===== src/rtl/laser_hit_judge.sv =====
// Checks N boss lasers against the player hitbox once per frame.
// Tracks beam warm-up, lives and invulnerability, and handles game over and revive.
module laser_hit_judge #(
  parameter int N_LASERS = 4,
  parameter int COORD_W  = 10,
  parameter int HALF_W   = 30,
  parameter int HB_R     = 2,
  parameter int WARMUP   = 8,
  parameter int IFRAMES  = 60,
  parameter int LIVES    = 3,
  parameter int LIFE_W   = 3
) (
  input  logic                          clk,
  input  logic                          rst,
  input  logic                          frame_tick,
  input  logic [N_LASERS-1:0]           laser_on,
  input  logic [N_LASERS*COORD_W-1:0]   laser_x,
  input  logic [N_LASERS*COORD_W-1:0]   laser_y,
  input  logic [COORD_W-1:0]            player_x,
  input  logic [COORD_W-1:0]            player_y,
  input  logic                          revive,
  output logic                          hit,
  output logic [N_LASERS-1:0]           hit_mask,
  output logic                          invuln,
  output logic [LIFE_W-1:0]             lives,
  output logic                          game_over
);

  localparam int CNT_W = (WARMUP > 0) ? $clog2(WARMUP + 1) : 1;
  localparam int TMR_W = $clog2(IFRAMES + 1);
  localparam int SW    = COORD_W + 2;
  localparam logic signed [SW-1:0] X_REACH = SW'(HALF_W + HB_R);
  localparam logic signed [SW-1:0] Y_REACH = SW'(HB_R);

  typedef enum logic [1:0] {ALIVE, INVULN, DEAD} state_t;

  state_t                state_q, state_d;
  logic [TMR_W-1:0]      timer_q, timer_d;
  logic [LIFE_W-1:0]     lives_q, lives_d;
  logic [N_LASERS-1:0]   hit_mask_q, hit_mask_d;
  logic                  hit_q, hit_d;
  logic                  invuln_q, invuln_d;
  logic                  game_over_q, game_over_d;
  logic [CNT_W-1:0]      warm_q [N_LASERS];
  logic [CNT_W-1:0]      warm_d [N_LASERS];

  logic [N_LASERS-1:0]   armed;
  logic [N_LASERS-1:0]   overlap;
  logic [N_LASERS-1:0]   lethal;
  logic signed [SW-1:0]  px, py;

  assign px = $signed({2'b00, player_x});
  assign py = $signed({2'b00, player_y});

  // Two extra bits keep the difference signed, so a beam near x=0 cannot wrap into a miss.
  for (genvar g = 0; g < N_LASERS; g++) begin : g_ch
    logic signed [SW-1:0] lx, ly, dx, adx;
    assign lx          = $signed({2'b00, laser_x[g*COORD_W +: COORD_W]});
    assign ly          = $signed({2'b00, laser_y[g*COORD_W +: COORD_W]});
    assign dx          = px - lx;
    assign adx         = (dx < 0) ? -dx : dx;
    assign overlap[g]  = (adx <= X_REACH) && ((py + Y_REACH) >= ly);
    assign armed[g]    = laser_on[g] && (warm_q[g] == CNT_W'(WARMUP));
  end

  assign lethal = armed & overlap;

  always_comb begin
    for (int i = 0; i < N_LASERS; i++) begin
      warm_d[i] = warm_q[i];
      if (!laser_on[i]) begin
        warm_d[i] = '0;
      end else if (frame_tick && (warm_q[i] != CNT_W'(WARMUP))) begin
        warm_d[i] = warm_q[i] + CNT_W'(1);
      end
    end
  end

  always_comb begin
    state_d    = state_q;
    timer_d    = timer_q;
    lives_d    = lives_q;
    hit_mask_d = hit_mask_q;
    hit_d      = 1'b0;
    if (frame_tick) begin
      case (state_q)
        ALIVE: begin
          if (|lethal) begin
            hit_d      = 1'b1;
            hit_mask_d = lethal;
            lives_d    = lives_q - LIFE_W'(1);
            if (lives_q == LIFE_W'(1)) begin
              state_d = DEAD;
            end else begin
              state_d = INVULN;
              timer_d = TMR_W'(IFRAMES);
            end
          end
        end
        INVULN: begin
          timer_d = timer_q - TMR_W'(1);
          if (timer_q == TMR_W'(1)) begin
            state_d = ALIVE;
          end
        end
        DEAD: begin
          if (revive) begin
            lives_d    = LIFE_W'(LIVES);
            timer_d    = TMR_W'(IFRAMES);
            hit_mask_d = '0;
            state_d    = INVULN;
          end
        end
        default: state_d = ALIVE;
      endcase
    end
    invuln_d    = (state_d == INVULN);
    game_over_d = (state_d == DEAD);
  end

  always_ff @(posedge clk) begin
    if (!rst) begin
      state_q     <= ALIVE;
      timer_q     <= '0;
      lives_q     <= LIFE_W'(LIVES);
      hit_mask_q  <= '0;
      hit_q       <= 1'b0;
      invuln_q    <= 1'b0;
      game_over_q <= 1'b0;
      for (int i = 0; i < N_LASERS; i++) warm_q[i] <= '0;
    end else begin
      state_q     <= state_d;
      timer_q     <= timer_d;
      lives_q     <= lives_d;
      hit_mask_q  <= hit_mask_d;
      hit_q       <= hit_d;
      invuln_q    <= invuln_d;
      game_over_q <= game_over_d;
      for (int i = 0; i < N_LASERS; i++) warm_q[i] <= warm_d[i];
    end
  end

  assign hit       = hit_q;
  assign hit_mask  = hit_mask_q;
  assign invuln    = invuln_q;
  assign lives     = lives_q;
  assign game_over = game_over_q;

endmodule


===== config.mk =====
export PLATFORM = sky130hd
export DESIGN_NAME = laser_hit_judge
export DESIGN_NICKNAME = d
export VERILOG_FILES = /design/src/rtl/laser_hit_judge.sv
export SDC_FILE = /design/constraint.sdc
export NUM_CORES = 1
export LEC_CHECK = 0
export ABC_AREA = 1
export BUFFER_PORTS_ARGS = -buffer_cell sky130_fd_sc_hd__buf_4
export CAP_MARGIN = 20
export CORE_MARGIN = 5
export CORE_UTILIZATION = 53
export DETAILED_ROUTE_END_ITERATION = 8
export MAX_ROUTING_LAYER = met4
export PLACE_DENSITY_LB_ADDON = 0.15
export SETUP_SLACK_MARGIN = 0.15
export SLEW_MARGIN = 5
export SYNTH_ARGS = -nofsm -noshare
export SYNTH_HDL_FRONTEND = slang
export SYNTH_SLANG_ARGS = --single-unit

===== constraint.sdc =====
create_clock -name clk -period 2.92 [get_ports clk]
set_clock_uncertainty 0.2 [all_clocks]
set_input_delay 0.438 -clock clk [delete_from_list [all_inputs] [get_ports clk]]
set_output_delay 0.438 -clock clk [all_outputs]
set_load 0.03 [all_outputs]

### Word-level counts from Yosys, hierarchy flattened

Memories as Yosys holds them, arrays and structs flattened.
Cells that the tools add are included.

* register bits: 18
* RAM bits: 16
* bits of input ports: 108
* output and inout port bits: 10
* logic and storage cells: 111
* memories kept: 1

* add/sub/neg operators: 15
* order comparisons: 12
* equal/unequal tests: 17
* muxes and demuxes: 35
* bitwise operators: 5
* reductions and logical operators: 19

Memory list
* warm_q: depth 4, bits a word 4, read ports 4, clocked after Yosys merged registers in 0, write ports 4, RTL line 44 `logic [CNT_W-1:0] warm_q [N_LASERS];`

Operators by type and width (count)
* two-way mux 4 bit: 14
* less-or-equal comparator 12 x 7 -> 1 bit (second input constant): 4
* two-way mux 12 bit: 4
* negator 11 -> 12 bit: 4
* less-than comparator 11 x 1 -> 1 bit (second input constant): 4
* subtractor 10 x 10 -> 11 bit: 4
* >= comparator 12 x 11 -> 1 bit: 3
* two-way mux 6 bit: 3
* case mux 6 bit (3 select lines): 1
* adder 4 x 1 -> 4 bit (second input constant): 4
* == test 4 bit (second input constant): 4
* != test 4 bit (second input constant): 4
* logical AND 1 bit: 12
* adder 10 x 2 -> 11 bit (second input constant): 1
* >= comparator 11 x 10 -> 1 bit: 1
* two-way mux 2 bit: 5
* case mux 4 bit (2 select lines): 1
* == test 6 x 1 -> 1 bit (second input constant): 1
* two-way mux 3 bit: 2
* != test 2 bit (second input constant): 3
* case mux 2 bit (3 select lines): 1
* case mux 3 bit (2 select lines): 1
* subtractor 6 x 1 -> 6 bit (second input constant): 1
* AND reduction 5 bit: 1
* 13 further kinds: 20

### Depth between registers and ports, before layout

Gate-level depths: netlist (run 1).

* word-level depth: 11
* gate-level depth with buffers: 29
* depth with buffers taken out: 29

### Least setup slack after synthesis (run 1)

OpenSTA, ideal clock, no wires.

* kind: in2reg
* start point: input port player_x[0]
* end point: register timer_q[1]
* setup time: 120 ps
* arrival: 2772 ps
* required time: 2600 ps
* path slack: -172 ps
* cell stages on the path: 26
* path buffers: 0
* cell sequence: inv_1 -> ha_1 -> inv_1 -> fa_1 -> xnor2_1 -> nand2_1 -> nor2_2 -> nand2_1 -> nor2_1 -> nand2_1 -> nand2_1 -> nand2_1 -> nand2_1 -> inv_1 -> nor2_1 -> nand3_1 -> inv_1 -> nand2_1 -> nand2_2 -> nor2_4 -> nand2_4 -> nand2_1 -> inv_2 -> nand2_2 -> o21ai_1 -> nor2_1

* cells in the longest elaborated chain, start to end: 9
* elaborated cells on any way between the ends: 28
* classes of those cells: add/sub: 8; order compare: 8; eq/ne: 1; mux: 4; bitwise: 1; reduce/logical: 6

RTL lines
* from (decl): RTL line 19 `input logic [COORD_W-1:0] player_x,`
* subtractor 10 x 10 -> 11 bit: RTL line 60 `assign dx = px - lx;`
* negator 11 -> 12 bit / less-than comparator 11 x 1 -> 1 bit (equally long branches): RTL line 61 `assign adx = (dx < 0) ? -dx : dx;`
* two-way mux 12 bit: RTL line 61
* less-or-equal comparator 12 x 7 -> 1 bit: RTL line 62 `assign overlap[g] = (adx <= X_REACH) && ((py + Y_REACH) >= ly);`
* logical AND 1 bit: RTL line 62
* AND 4 bit (*): RTL line 66 `assign lethal = armed & overlap;`
* OR reduction 4 bit (*): RTL line 88 `if (|lethal) begin`
* != test 2 bit (no source line) (*)
* AND reduction 5 bit (no source line) (*)
* to (signal assigned): RTL line 133 `timer_q <= timer_d;`
* to (decl): RTL line 38 `logic [TMR_W-1:0] timer_q, timer_d;`

Every way passes the cells marked *; elsewhere a longest branch is shown, timed or not.
A chain may end at the register's enable or synchronous reset.

### Worst setup path after layout (run 1)

* start point: input port player_y[2]
* end point: register hit_mask_q[2] (netlist: hit_mask[2])

* cells in the longest elaborated chain, start to end: 7
* elaborated cells on any way between the ends: 15
* classes of those cells: add/sub: 1; order compare: 4; eq/ne: 1; mux: 2; bitwise: 1; reduce/logical: 6

RTL lines
* from (decl): RTL line 20 `input logic [COORD_W-1:0] player_y,`
* adder 10 x 2 -> 11 bit (*): RTL line 62
* >= comparator 12 x 11 -> 1 bit / >= comparator 11 x 10 -> 1 bit (equally long branches): RTL line 62
* logical AND 1 bit: RTL line 62
* AND 4 bit (*): RTL line 66
* OR reduction 4 bit: RTL line 88
* != test 2 bit (no source line)
* AND reduction 4 bit (no source line)
* to (signal assigned): RTL line 135 `hit_mask_q <= hit_mask_d;`
* to (decl): RTL line 40 `logic [N_LASERS-1:0] hit_mask_q, hit_mask_d;`

Every way passes the cells marked *; elsewhere a longest branch is shown, timed or not. The select of a mux whose other input is x is not followed.

==> results of run 1 <==
-- power groups by stage --
stage | combinational (mW) | clock (mW) | sequential [mW]
after global placement | 1.26 | 0 | 0.483
final | 1.46 | 0.703 | 0.473
after floorplan | 0.812 | 0 | 0.482
after global routing | 1.64 | 0.725 | 0.474
after detailed placement | 1.28 | 0 | 0.483
after CTS | 1.34 | 0.702 | 0.473
-- layout by cell type, fill, tap and decap left out, types with 7 or more instances in the layout --
| master | n |
|---|---|
| a21oi_1 | 44 |
| a21oi_2 | 7 |
| buf_4 | 216 |
| buf_6 | 9 |
| dfxtp_1 | 34 |
| ha_1 | 86 |
| ha_4 | 10 |
| inv_1 | 229 |
| inv_2 | 19 |
| nand2_1 | 285 |
| nand2_2 | 35 |
| nand2_4 | 12 |
| nand3_1 | 95 |
| nand3_2 | 24 |
| nand3b_1 | 9 |
| nand4_1 | 21 |
| nor2_1 | 88 |
| nor2_2 | 12 |
| nor2_4 | 12 |
| o21ai_0 | 22 |
-- per-layer routing --
| layer | up-vias | global-route usage [%] | share of wire [%] |
|---|---|---|---|
| li1 | 3982 | - | - |
| met1 | 3354 | 30.7 | 42 |
| met2 | 244 | 43.0 | 49 |
| met3 | 51 | 3.20 | 5.7 |
| met4 | 0 | 7.44 | 3.2 |
| met5 | - | - | 0 |
-- worst reg2reg max path: cells and delay by family, from the launching register on --
family | cells | cell delay [ps]
compound gates | 3 | 1000
fa+ha+maj | 1 | 410
flops | 1 | 370
simple gates | 1 | 260
buf+inv | 1 | 160
-- timing repair --
item / 4_1_cts / 5_1_grt
buffers inserted: 7 / 7
resized for setup: 48 / 104
endpoints found under the hold margin: 0 / 0
pin swaps: 41 / 56
gates cloned: 1 / 0
endpoints found under the setup margin: 18 / 18
-- cell type report --
cell class,count,share of cell area [%]
clock buffers,5,1.36
clock inverters,3,0.750
inverters,254,10.7
multi-input cells,829,58.6
flip-flops and latches,34,7.42
well taps,147,2.01
repair buffers,227,19.2
-- cell usage after synthesis, types with 3 or more instances --
cell	instances	area, µm²
inv_2	10	37.5
nor2_2	3	18.8
nor2_4	3	33.8
fa_1	4	80.1
a21oi_2	3	26.3
nand3_1	111	556
nor3_1	8	40.0
dfxtp_1	34	681
nand2_2	12	75.1
nor2_1	106	398
o21a_1	3	22.5
nand4_1	21	131
inv_1	243	912
xnor2_1	8	70.1
nand3b_1	9	67.6
o21ai_0	24	120
a21oi_1	49	245
nand3_2	9	90.1
nand2_1	320	1200
a21o_1	5	37.5
o211ai_1	4	30.0
o21ai_1	3	15.0
ha_1	97	1210
xor2_1	8	70.1
-- through the flow --
step           power [mW]  hold WS [ps]  setup slack [ps]  instance area, µm²  util (%)
5_1_grt              2.84           273              -523                9170      77.0
3_5_place_dp         1.76           260              -652                8240      69.2
2_1_floorplan        1.29           245             -49.6                6490         -
3_3_place_gp         1.74           255              -523                8240      69.2
4_1_cts              2.51           237              -201                8730      73.3
6_report             2.63           236              -314                9170      77.0
-- state kept, by name, indices dropped and copies added, names as in the netlist --
register   count
hit_mask       4
game_over      1
hit            1
warm_q        16
invuln         1
lives          3
timer_q        6
state_q        2
-- path summary, 6_finish.rpt --
kind | from | to | slack [ps] | cells after the start
min | laser_on[1] | warm_q[1][1]$_SDFFE_PN0P_ | 240 | 3
min reg2reg | warm_q[0][3]$_SDFFE_PN0P_ | warm_q[0][3]$_SDFFE_PN0P_ | 270 | 2
max | player_y[2] | hit_mask[2]$_SDFFE_PN0P_ | -310 | 25
max reg2reg | state_q[1]$_SDFF_PN0_ | timer_q[4]$_SDFFE_PN0P_ | 460 | 6
-- cell families after synthesis --
group,Yosys count
fa+ha+maj,101
xor+xnor,16
flops,34
simple gates,611
buf+inv,258
compound gates,100
==> impl_metrics.toml, run 1 <==
[layout]
fill_cells = 934
fin_cells = 1499
layout-drive-gt1-share_pct = 30.0
num-nets-final = 1560
multi_input_area_um2 = 5370
regArea_um2 = 681
area_delta_synth_final_pct = 43.8
antennaDiodeCount = 0

[timing]
drv_slew = 0
setup_slack_ps = -314
final-hold-violation-count = 0
setup_viol = 18
finalSetupTns_ps = -4570
slew_headroom_pct = 40.2
rsz0062_at_grt = "true"
fin_crit_sh_pct = 111
max_clock_freq_mhz = 309
tightest_slew_ps = 892
fin_crit_ps = 3230

[yosys]
ys_seq_area_share_pct = 10.7
synth-main-ff-cell = "dfxtp_1"
syn_nets = 1329
synth_top_family_by_area = "simple AND/OR/NAND/NOR gates"
synth-simple-area-share_pct = 42.2
synth_compound_area_share_pct = 9.20
synthAdderAreaFrac_pct = 20.3
synth-edff-count = 0
synth_cell_type_count = 43
synthXorXnorAreaFrac_pct = 2.20
ys_seq_elements = 34
synth-async-reset-ratio_pct = 0
syn-mean-instance-area_um2 = 5.69
yosysWarnings = 0
synth.area.mux_share_pct = 0
syn-instance-count = 1120
syn_area_um2 = 6380

[setup_path]
cp_slowest_cell = "ha_1"
required_ps = 2930
slowest_delay_ps = 300
start_kind = "input port"
crit_top_cell = "nand2_1"
critical_path_class = "in2reg"
arrival_ps = 3240
crit_family = "simple AND/OR/NAND/NOR gates"
endpoint_kind = "register"
worstPathMaxFanout = 6
crit_buf_inv = 4

[clock_tree]
htree_levels = 2
tritoncts = "done"
path_clk_slew_ps = 60
numCtsBuffers = 5
clockBufferDepth = 2
hold_buffers = 0
cts.sinks = 34
worstSkewPairLatency_ps = 290
clockRootBuffer = "clkbuf_16"

[routing]
via_count = 7631
drt-total-wl_um = 18800
ant_nets = 0
drtIter0Drc = 508
vias_per_cell = 5.09
drc = 0
dr.pass1.iters = 5
post_drt_wl_per_cell_um = 12.6

[run]
drv_cap = 0

[power_and_ir_drop]
pwr-share-seq_pct = 18.0
p_sw_mw = 1.02
power_leakage_nw = 5.24
ir_drop_uv = 215
pwr-share-clk_pct = 26.7
swShare_pct = 38.6
power_frac_comb_pct = 55.3
power.density_nw_per_um2 = 287
p_int_mw = 1.62

[place]
dp_hpwl_um = 14100
gp_congestion = 0.903
dp_cells = 1476
portBuffers = 117

[global_routing]
grt_pass1_vias = 7167
grt_overflow_total = 0
grt_max_degree = 13
antenna_found_initial = 0
grt_first_pass_wirelength_um = 29800
track_usage_pct = 25.0

[floorplanning]
start_util_pct = 53.5
die_y_um = 120
fp.dieArea_um2 = 14300
fp.coreArea_um2 = 11900
die_x_um = 120
boundaryPins = 118
fp-row-count = 40

[run_status]
status = "complete, but fails checks"
violations = "negative setup slack"

[min_path]
hp-class = "in2reg"
Power figures use the tool's default switching activity.
==> run 2: changes to the inputs <==
--- a/config.mk
+++ b/config.mk
@@ -14,6 +14,7 @@
 export MAX_ROUTING_LAYER = met4
 export PLACE_DENSITY_LB_ADDON = 0.15
 export SETUP_SLACK_MARGIN = 0.15
+export SKIP_CTS_REPAIR_TIMING = 1
 export SLEW_MARGIN = 5
 export SYNTH_ARGS = -nofsm -noshare
 export SYNTH_HDL_FRONTEND = slang
==> run 2 against run 1 <==
The flow still finishes with violations (negative setup slack); wire length is 2.3% lower; design area shrank 1.0%; sequential power is essentially flat; largest cell class unchanged.
==> impl_metrics.toml, run 2 (synthesis results as in run 1) <==
[global_routing]
grt_first_pass_wirelength_um = 28600
grt_overflow_total = 0
track_usage_pct = 23.8
grt_max_degree = 14
grt_pass1_vias = 6939
antenna_found_initial = 0

[timing]
final-hold-violation-count = 0
fin_crit_ps = 3160
rsz0062_at_grt = "true"
drv_slew = 0
max_clock_freq_mhz = 316
setup_slack_ps = -241
slew_headroom_pct = 38.6
setup_viol = 17
fin_crit_sh_pct = 108
tightest_slew_ps = 916

[routing]
ant_nets = 0
vias_per_cell = 5.05
via_count = 7546
dr.pass1.iters = 5
post_drt_wl_per_cell_um = 12.3
drt-total-wl_um = 18400
drc = 0
drtIter0Drc = 482

[layout]
num-nets-final = 1554
mostFrequentLayoutCells = "285 x nand2_1, 232 x inv_1, 212 x buf_4"
layout-drive-gt1-share_pct = 29.3
area_delta_synth_final_pct = 42.3
antennaDiodeCount = 0
mostFrequentLayoutCell = "nand2_1"
largest_reg_flops = 16
regMostFlops = "warm_q"

[floorplanning]
start_util_pct = 53.5
die_x_um = 120
fp.coreArea_um2 = 11900
die_y_um = 120
boundaryPins = 118
fp-row-count = 40
fp.dieArea_um2 = 14300

[clock_tree]
numCtsBuffers = 5
tritoncts = "done"
htree_levels = 2
path_clk_slew_ps = 60
clockBufferDepth = 2
worstSkewPairLatency_ps = 280
cts.sinks = 34
clockRootBuffer = "clkbuf_16"

[place]
portBuffers = 117
dp_hpwl_um = 14100
dpl_worst_slack_ps = -652
gp_congestion = 0.903

[setup_path]
critical_path_class = "in2reg"
crit_family = "simple AND/OR/NAND/NOR gates"
crit_buf_inv = 3
required_ps = 2940
endpoint_kind = "register"
cp_slowest_cell = "ha_1"
arrival_ps = 3180
crit_top_cell = "nand2_2"
slowest_delay_ps = 300
crit_chain = "buf_4 -> nand2_4 -> nor3_4 -> nand2_2 -> xnor2_2 -> buf_4 -> ha_1 -> nand4_1 -> nor2_1 -> nand4_1 -> nand3_2 -> nand2_2 -> inv_1 -> nand3_1 -> nor2_1 -> nor2_2 -> nand2_1 -> nand3_1 -> nand3_2 -> nand2_2 -> nand2_2 -> nand2_2 -> nor2_1"
start_kind = "input port"
r2r_setup_slack_ps = 540
worstPathMaxFanout = 3

[run]
drv_cap = 0

[min_path]
hp-class = "in2reg"

[power_and_ir_drop]
power_leakage_nw = 5.21
ir_drop_uv = 216
finalPower_mw = 2.63
power.density_nw_per_um2 = 290

[run_status]
status = "complete, but fails checks"
violations = "negative setup slack"
-- run 2: report_power, final --
group / internal [mW] / switching [mW] / total, mW / leakage, nW
sequential: 0.469 / 0.00392 / 0.473 / 0.275
combinational: 0.657 / 0.801 / 1.46 / 4.85
clock: 0.490 / 0.210 / 0.701 / 0.0940
total: 1.62 / 1.02 / 2.63 / 5.21
-- run 2: final timing paths --
check / cells after the start / to / startpoint
setup / recovery: 23 / invuln$_SDFF_PN0_ / player_y[5]
hold / removal: 3 / warm_q[1][1]$_SDFFE_PN0P_ / laser_on[1]
setup reg to reg: 7 / timer_q[1]$_SDFFE_PN0P_ / state_q[0]$_SDFF_PN0_
hold reg to reg: 2 / warm_q[0][3]$_SDFFE_PN0P_ / warm_q[0][3]$_SDFFE_PN0P_
-- run 2: routing by layer --
metal	global-route usage (%)	share of wire, %
met5	-	0
met4	6.08	2.9
met3	3.25	5.1
met2	41.1	48
met1	29.4	44
-- run 2: area by class of cell --
class | count | area (µm²)
Clock buffer | 5 | 125
Inverter | 254 | 980
Tap cell | 147 | 184
Fill cell | 970 | 2840
Timing Repair Buffer | 221 | 1710
Multi-Input combinational cell | 829 | 5330
Sequential cell | 34 | 681
Clock inverter | 3 | 68.8
-- run 2: per-stage QoR --
stage | cell area, µm² | utilization [%] | cells | hold WS, ps | setup TNS [ps]
floorplan | 6490 | - | 1120 | 245 | -272
global placement | 8240 | 69.2 | 1476 | 255 | -8270
finish | 9080 | 76.2 | 1493 | 234 | -3220
CTS | 8440 | 70.8 | 1484 | 237 | -5270
detailed placement | 8240 | 69.2 | 1476 | 260 | -10230
global route | 9080 | 76.2 | 1493 | 273 | -6370
-- run 2: tightest hold or removal path, cell delays in order --
cell and delay, ps:
buf_4 110, nand2_1 70, a211oi_1 50
